<file path="src/rtl/fpaddsub_round_stage.sv">
// Final FP add/sub stage: rounds the normalised result, saturates on overflow, packs Z and Flags.
// Latency 2 cycles (S1 operand/round-decision register, S2 result register), 1 result/cycle.
// Backpressure: valid/ready on both sides, bubbles collapse, in_ready combinational from out_ready.
// Optional feature macro FPADDSUB_ROUND_MODES_EN: when defined, RMode selects RNE/RTZ/RUP/RDN and
// mode-dependent overflow saturation; when undefined, rounding is fixed to RNE and overflow gives
// signed infinity (RMode port is kept but ignored).
module fpaddsub_round_stage #(
   parameter int EXP_W = 8,
   parameter int MAN_W = 23
) (
   input  logic                   clk,
   input  logic                   rst,
   input  logic                   in_valid,
   output logic                   in_ready,
   input  logic                   ZeroSum,
   input  logic                   Sgn,
   input  logic                   NegE,
   input  logic [EXP_W:0]         NormE,
   input  logic [MAN_W-1:0]       NormM,
   input  logic                   R,
   input  logic                   S,
   input  logic                   Sa,
   input  logic                   Sb,
   input  logic                   Ctrl,
   input  logic                   MaxAB,
   input  logic [4:0]             InputExc,
   input  logic [1:0]             RMode,
   output logic                   out_valid,
   input  logic                   out_ready,
   output logic [EXP_W+MAN_W:0]   Z,
   output logic [4:0]             Flags
);

   localparam logic [1:0] RM_RNE = 2'b00;
   localparam logic [1:0] RM_RTZ = 2'b01;
   localparam logic [1:0] RM_RUP = 2'b10;
   localparam logic [1:0] RM_RDN = 2'b11;

   // Sgn and InputExc[2:1] are not needed here: the sign is re-derived from the operand signs.
   logic unused_ok;
`ifdef FPADDSUB_ROUND_MODES_EN
   assign unused_ok = ^{Sgn, InputExc[2:1]};
`else
   assign unused_ok = ^{Sgn, InputExc[2:1], RMode};
`endif

   // ---------------- handshake ----------------
   logic s1_valid_q, s2_valid_q;
   logic s1_adv, s2_adv;

   assign s2_adv    = ~s2_valid_q | out_ready;
   assign s1_adv    = ~s1_valid_q | s2_adv;
   assign in_ready  = s1_adv;
   assign out_valid = s2_valid_q;

   // ---------------- stage 1 inputs ----------------
   logic             fsgn_d;
   logic             rup_d;
   logic [MAN_W:0]   minc_d;

   assign fsgn_d = (ZeroSum & (Sa ^ Sb)) |
                   (ZeroSum ? (Sa & Sb & ~Ctrl)
                            : ((~MaxAB & Sa) | ((Ctrl ^ Sb) & (MaxAB | Sa))));

   // Mantissa increment is done early so S2 only has to select and carry into the exponent.
   assign minc_d = {1'b0, NormM} + {{MAN_W{1'b0}}, 1'b1};

   // Round-up decision from the guard/sticky bits and the selected rounding mode.
   always_comb begin
      rup_d = R & (S | NormM[0]);
`ifdef FPADDSUB_ROUND_MODES_EN
      case (RMode)
         RM_RNE:  rup_d = R & (S | NormM[0]);
         RM_RTZ:  rup_d = 1'b0;
         RM_RUP:  rup_d = ~fsgn_d & (R | S);
         RM_RDN:  rup_d = fsgn_d & (R | S);
         default: rup_d = R & (S | NormM[0]);
      endcase
`endif
   end

   // ---------------- stage 1 registers ----------------
   logic             s1_fsgn_q, s1_rup_q;
   logic [MAN_W:0]   s1_minc_q;
   logic [MAN_W-1:0] s1_m_q;
   logic [EXP_W:0]   s1_e_q;
   logic             s1_nege_q, s1_zs_q, s1_spec_q, s1_inv_q, s1_rs_q;
`ifdef FPADDSUB_ROUND_MODES_EN
   logic [1:0]       s1_rmode_q;
`endif

   // S1 captures a new operand set whenever it is empty or its contents move on to S2.
   always_ff @(posedge clk) begin
      if (rst) begin
         s1_valid_q <= 1'b0;
      end else if (s1_adv) begin
         s1_valid_q <= in_valid;
         if (in_valid) begin
            s1_fsgn_q  <= fsgn_d;
            s1_rup_q   <= rup_d;
            s1_minc_q  <= minc_d;
            s1_m_q     <= NormM;
            s1_e_q     <= NormE;
            s1_nege_q  <= NegE;
            s1_zs_q    <= ZeroSum;
            s1_spec_q  <= InputExc[0];
            s1_inv_q   <= InputExc[3] | InputExc[4];
            s1_rs_q    <= R | S;
`ifdef FPADDSUB_ROUND_MODES_EN
            s1_rmode_q <= RMode;
`endif
         end
      end
   end

   // ---------------- stage 2 combinational ----------------
   logic [MAN_W-1:0]     round_m;
   logic [EXP_W:0]       round_e;
   logic                 ovf;
   logic                 sat_inf;
   logic [EXP_W+MAN_W:0] z_d;
   logic [4:0]           flags_d;

   assign round_m = s1_rup_q ? s1_minc_q[MAN_W-1:0] : s1_m_q;
   // The exponent is held at all-ones rather than wrapping back to zero.
   assign round_e = (&s1_e_q) ? s1_e_q
                              : s1_e_q + {{EXP_W{1'b0}}, s1_rup_q & s1_minc_q[MAN_W]};

   assign ovf = (round_e[EXP_W] | (&round_e[EXP_W-1:0])) & ~s1_nege_q & ~s1_zs_q & ~s1_spec_q;

   // Overflow goes to infinity unless the mode rounds toward zero for this sign.
   always_comb begin
      sat_inf = 1'b1;
`ifdef FPADDSUB_ROUND_MODES_EN
      case (s1_rmode_q)
         RM_RNE:  sat_inf = 1'b1;
         RM_RTZ:  sat_inf = 1'b0;
         RM_RUP:  sat_inf = ~s1_fsgn_q;
         RM_RDN:  sat_inf = s1_fsgn_q;
         default: sat_inf = 1'b1;
      endcase
`endif
   end

   // Packed result: saturated value on overflow, otherwise the rounded fields.
   always_comb begin
      z_d = {s1_fsgn_q, round_e[EXP_W-1:0], round_m};
      if (ovf) begin
         if (sat_inf)
            z_d = {s1_fsgn_q, {EXP_W{1'b1}}, {MAN_W{1'b0}}};
         else
            z_d = {s1_fsgn_q, {(EXP_W-1){1'b1}}, 1'b0, {MAN_W{1'b1}}};
      end
   end

   assign flags_d = {ovf, s1_nege_q, 1'b0, s1_inv_q, s1_rs_q | (ovf & ~s1_spec_q)};

   // ---------------- stage 2 registers ----------------
   logic [EXP_W+MAN_W:0] z_q;
   logic [4:0]           flags_q;

   // S2 holds the result stable until downstream takes it; reset clears the outputs.
   always_ff @(posedge clk) begin
      if (rst) begin
         s2_valid_q <= 1'b0;
         z_q        <= '0;
         flags_q    <= '0;
      end else if (s2_adv) begin
         s2_valid_q <= s1_valid_q;
         if (s1_valid_q) begin
            z_q     <= z_d;
            flags_q <= flags_d;
         end
      end
   end

   assign Z     = z_q;
   assign Flags = flags_q;

endmodule
</file>
<file path="config.mk">
export PLATFORM = sky130hd
export DESIGN_NAME = fpaddsub_round_stage
export DESIGN_NICKNAME = d
export VERILOG_FILES = /design/src/rtl/fpaddsub_round_stage.sv
export SDC_FILE = /design/constraint.sdc
export NUM_CORES = 1
export LEC_CHECK = 0
export ABC_AREA = 1
export CORE_MARGIN = 4
export CORE_UTILIZATION = 57
export CTS_BUF_LIST = sky130_fd_sc_hd__clkbuf_8
export DETAILED_ROUTE_END_ITERATION = 8
export GPL_ROUTABILITY_DRIVEN = 0
export GPL_TIMING_DRIVEN = 0
export PLACE_DENSITY = 0.9
export SLEW_MARGIN = 15
export SYNTH_ARGS = -nofsm -noshare
export SYNTH_HDL_FRONTEND = slang
export SYNTH_SLANG_ARGS = --single-unit
export TNS_END_PERCENT = 10
</file>
<file path="constraint.sdc">
create_clock -name clk -period 4 [get_ports clk]
set_clock_uncertainty 0.1 [all_clocks]
set_input_delay 0.4 -clock clk [delete_from_list [all_inputs] [get_ports clk]]
set_output_delay 0.4 -clock clk [all_outputs]
set_load 0.005 [all_outputs]
</file>
* Word-level counts from Yosys, hierarchy flattened
Cells that the tools add are included.
** Storage, ports and cells
- Flip-flop bits (word level) :: 101
- Input bits :: 52
- Output and inout port bits :: 39
- Word-level logic and storage cells :: 55
** Operators by class
- Add/sub/neg operators :: 2
- Muxes and demuxes :: 4
- Bitwise operators :: 31
- Reductions and logical operators :: 4
** Operator list (number)
- $mux W31 :: 1
- $add A23 B1 Y24 const B :: 1
- $mux W23 :: 1
- $and A1 B1 Y1 :: 11
- $or A1 B1 Y1 :: 10
- $add A9 B1 Y9 :: 1
- $mux W9 :: 1
- $reduce_and A9 Y1 :: 1
- $not A1 Y1 :: 8
- $reduce_and A8 Y1 :: 1
- $reduce_and A3 Y1 :: 1
- $reduce_and A2 Y1 :: 1
- $xor A1 B1 Y1 :: 2
- $mux W1 :: 1

* Depth between registers and ports, before layout
- Depth in word-level cells :: 10
- Mapped depth :: 17
- Mapped depth without buffers :: 14

* Worst setup path after synthesis
OpenSTA, ideal clock, no wires.
- Kind :: input-to-reg
- Start point :: input rst
- End point :: register s1_e_q[0], enable pin
- Library setup time :: 0.417 ns
- Arrival :: 2.222 ns
- Required time :: 3.483 ns
- Slack :: 1.261 ns
- Stages on the path :: 5
- Path buffers :: 2
- Cells stage by stage :: clkbuf_1 > inv_1 > clkbuf_1 > nand3_1 > inv_1
** Between the ends
- Cells in the longest elaborated chain, start to end :: 2
** Ends and longest elaborated chain
- start: declaration :: RTL line 12 : input logic rst,
- $not A1 Y1 (no line)
- $reduce_and A3 Y1 (no line)
- end signal: assignment :: RTL line 103 : s1_e_q <= NormE;
- end: declaration :: RTL line 86 : logic [EXP_W:0] s1_e_q;
No other way between the ends.
A chain may end at the register's enable or synchronous reset.

* Worst setup path after layout
- Start point :: register s1_rup_q
- End point :: register z_q[5] (netlist: Z[5])
** Between the ends
- Cells in the longest elaborated chain, start to end :: 9
- Elaborated cells between the ends (all ways) :: 10
- Classes of those cells :: 1 x add/sub; 3 x mux; 5 x bitwise; 1 x reduce/logical
** Ends and longest elaborated chain
- start: declaration :: RTL line 83 : logic s1_fsgn_q, s1_rup_q;
- start signal: assignment :: RTL line 100 : s1_rup_q <= rup_d;
- $and A1 B1 Y1 :: RTL line 127 : : s1_e_q + {{EXP_W{1'b0}}, s1_rup_q & s1_minc_q[MAN_W]};
- $add A9 B1 Y9 :: RTL line 127
- $mux W9 :: RTL line 126 : assign round_e = (&s1_e_q) ? s1_e_q
- $reduce_and A8 Y1 :: RTL line 129 : assign ovf = (round_e[EXP_W] | (&round_e[EXP_W-1:0])) & ~s1_nege_q & ~s1_zs_q & ~s1_spec_q;
- $or A1 B1 Y1 :: RTL line 129
- $and A1 B1 Y1 (3 in a row) :: RTL line 129
- $mux W31 * :: RTL line 148 : if (ovf) begin
- end signal: assignment :: RTL line 171 : z_q <= z_d;
- end: declaration :: RTL line 159 : logic [EXP_W+MAN_W:0] z_q;
Mark *: on every way between the ends. The rest lies on a longest branch, timed or not.

==> impl_results.md <==
* Status: finished, final reports clean
* Diode count at 0
* Clock Latency Late Sink at ~0.36 ns
* Peak supply drop at around 0.25 mV
* Share of layout cells above drive strength 1 at 0.0718
* Hold path cells at 2
* CORE AREA at ~0.0074 mm^2
* Num CTS Buffers at 9
* Crit Path Class: reg2reg
* Largest cells by area after synthesis: edfxtp_1, dfxtp_1, nand2_1
* FF+latch count, synth at roughly 100
* Pwr dens at between 300 and 400 mW/mm^2
* Tcrit/Tclk final at 0.760
* Ports at around 90
* Main combinational cell family by area after synthesis: simple AND/OR/NAND/NOR gates
* Clk buf depth at 2
* Initial DRC Count at around 240
* Area grow syn2layout at 26.6%
* Post-synth top cells: nand2_1, edfxtp_1, a21oi_1
* WP buf/inv at 4
* Leakage dissipation at around 2.1 nW
* Most frequent CP cell: nand2_1
* Max incr delay on CP at 0.42 ns
* Post-synthesis adder-cell area fraction at 0.0114
* Clk sink count at between 100 and 150
* Gr usage total at 0.232
* FF-to-FF End: Z[5]$_SDFFE_PP0P_
* Worst-margin pin slew at around 0.81 ns
* Startpoint types: flop
* PostCTS Resize Cnt at 0
* Post-synthesis xor/xnor area fraction at 0.0477
* Synthesized area at 0.00441 mm^2
* Worst flop-to-flop path startpoint: s1_rup_q$_DFFE_PP_
* PortBufs at 83
* Min Tclk post-route at roughly 3 ns
* # hold bufs at CTS at 0
* Via-per-instance ratio at roughly 5.4
* Vias at about 3600
* Post-synth EDFFs at between 60 and 70
* Worst hold start: rst
* Hold Slack at ~0.34 ns
* Final setup vio count at 0
* First-pass GRT wire length at 16.2 mm
* GRT overflow at 0
* Worst reg2reg path depth at 15
* Fin nets at 608
* Element type at the critical path end: flop
* RSZ-0062 raised after global routing: false
* CTS tree: yes
* Critical path depth at 15
* Worst path top cell family by delay: buffers and inverters
* DRC Markers at 0
* Row cnt at 31
* First-pass DRT Iterations at 5
* Post-synth cell types at 31
* Reg clk slew, reported paths at 0.09 ns
* Ys async rst share at 0
* Vias in the first global route at roughly 3500
* Post-synthesis mux area share at 0
* Compound-gate portion of the synthesized area at 0.103
* Crit Path Max Fanout at 10
* GR peak layer: met2
* Switching portion of total power at 0.240
* Hpwl dp at 7.19 mm
* H-tree levels at 3
* R2R setup slack at just under 1 ns
* Gate count after technology mapping at between 400 and 500
* Routed WL per cell at roughly 16 um
* Slew headroom at 0.458
* Seq pwr share at 0.575
* Post-Synth Simple-Gate Area at 0.188
* Met3 Resource Use GR at 0.0532
* ANT nets after route at 0
* Hold Crit Class: in2reg
* Largest net degree at the start of global routing at 37
* Slowest CP cell: clkbuf_1
* Die height at about 96 um
* DP Worst Slack at roughly 0.97 ns
* Cell accounting for the most synthesized area: edfxtp_1
* Share of total power in combinational logic at 0.116
* Required time worst endpoint at roughly 4.1 ns
* Synth top area share at 0.429
* Antenna violations before repair at 0
* Fin worst setup slack at between 0.9 and 1 ns
* Max_cap viols at 0
* Arr. time, crit path at approximately 3.2 ns
* Final Hold Viols at 0
* Final Max Slew Viols at 0
* Clk root buf: clkbuf_8
* Met2 Track Usage GR at 0.414
* Die ar. at 0.00920 mm^2
* Mapped Nets at ~510
* Count leader, synth: nand2_1
* Sw Pwr at 0.000493 W
* Post-CTS Setup Inserts at 0
* Post-synthesis sequential area ratio at 0.602
* Wirelength, routed at a little over 10 mm
* Top FF cell, synth: edfxtp_1
* Synth Area per Inst at around 9.6 um^2
* Hold EP: out_valid$_SDFFE_PP0N_
* Synth warnings at 0
* Max Clock Freq at roughly 0.33 GHz
* Initial Util at 0.598
* Int Pwr at approximately 0.0016 W
* Critical Path, Cell by Cell: clkbuf_1 > clkbuf_1 > nand2_1 > inv_1 > ha_1 > ha_1 > nand3_1 > xor2_1 > nand2_1 > nand3_1 > o21bai_1 > nand2_2 > buf_6 > nand2_1 > a21oi_1
* Die span in x at between 90 and 100 um
* Met1 GRT Util at 0.274
* Setup_tns at 0 ns
* Clock power frac at 0.309
## flip-flops by register name (all words and copies together), names as in the netlist
register	count
s1_zs_q	1
s1_fsgn_q	1
s1_e_q	9
s1_rup_q	1
s1_rs_q	1
s1_valid_q	1
out_valid	1
s1_minc_q	24
s1_inv_q	1
s1_m_q	23
Flags	4
s1_nege_q	1
Z	32
s1_spec_q	1
## area by class of cell
type                            instances  area [um^2]
Sequential cell                       101         2650
Buffer                                 21          113
Timing Repair Buffer                   84          858
Fill cell                             498         1790
Tap cell                               99          124
Multi-Input combinational cell        309         1550
Clock buffer                            9          124
Inverter                               26         97.6
Clock inverter                          7         67.6
## kinds of logic after synthesis
group	after synthesis
buf+inv	47
fa+ha+maj	4
xor+xnor	24
compound gates	79
other cells	1
simple gates	201
flops	101
## power groups by stage
stage               logic (W)  registers, W  clock network [W]
floorplan            0.000104       0.00120                  0
global placement     0.000224       0.00120                  0
detailed placement   0.000237       0.00121                  0
CTS                  0.000241       0.00118           0.000639
global route         0.000264       0.00119           0.000681
finish               0.000240       0.00118           0.000635
## placed cells by master, fill, tap and decap left out, types with 2 or more instances in the layout
cell type,netlist,routed
clkbuf_1,16,16
clkbuf_8,0,9
clkdlybuf4s50_1,0,83
dfxtp_1,38,38
ha_1,4,4
o21ai_0,15,15
o21bai_1,2,2
nand2_2,2,2
nor2_2,2,2
a21oi_2,9,9
xnor2_1,8,8
clkinv_4,0,2
inv_1,26,26
nor3_1,4,4
nand4_1,4,4
nor2_1,30,30
o21ai_1,2,2
nand3_1,16,16
buf_6,4,4
a21oi_1,48,48
edfxtp_1,63,63
nand2_1,137,137
xor2_1,16,16
## metrics by stage
stage          total power [W]  cell area [um^2]   util  std cells
6_report               0.00206              5580  0.757        656
5_1_grt                0.00213              5580  0.757        656
2_1_floorplan          0.00131              4410      -        457
3_5_place_dp           0.00144              5390  0.731        640
4_1_cts                0.00206              5580  0.757        656
3_3_place_gp           0.00143              5360  0.728        639
## worst max path at each step
| stage | start | end | slack, ns |
|---|---|---|---|
| floorplan | rst | s1_e_q[0]$_DFFE_PP_ | 1.26 |
| global placement | rst | s1_minc_q[1]$_DFFE_PP_ | 0.63 |
| detailed placement | s1_rup_q$_DFFE_PP_ | Z[5]$_SDFFE_PP0P_ | 0.97 |
| CTS | s1_rup_q$_DFFE_PP_ | Z[5]$_SDFFE_PP0P_ | 0.94 |
| global route | s1_rup_q$_DFFE_PP_ | Z[5]$_SDFFE_PP0P_ | 0.67 |
| finish | s1_rup_q$_DFFE_PP_ | Z[5]$_SDFFE_PP0P_ | 0.96 |
## per-layer routing
| layer | vias up | wire (um) |
|---|---|---|
| met4 | 0 | 171 |
| li1 | 1705 | - |
| met1 | 1720 | 4020 |
| met3 | 18 | 617 |
| met2 | 121 | 5430 |
| met5 | - | 0 |
No activity file was read; power rests on OpenSTA's default activity.
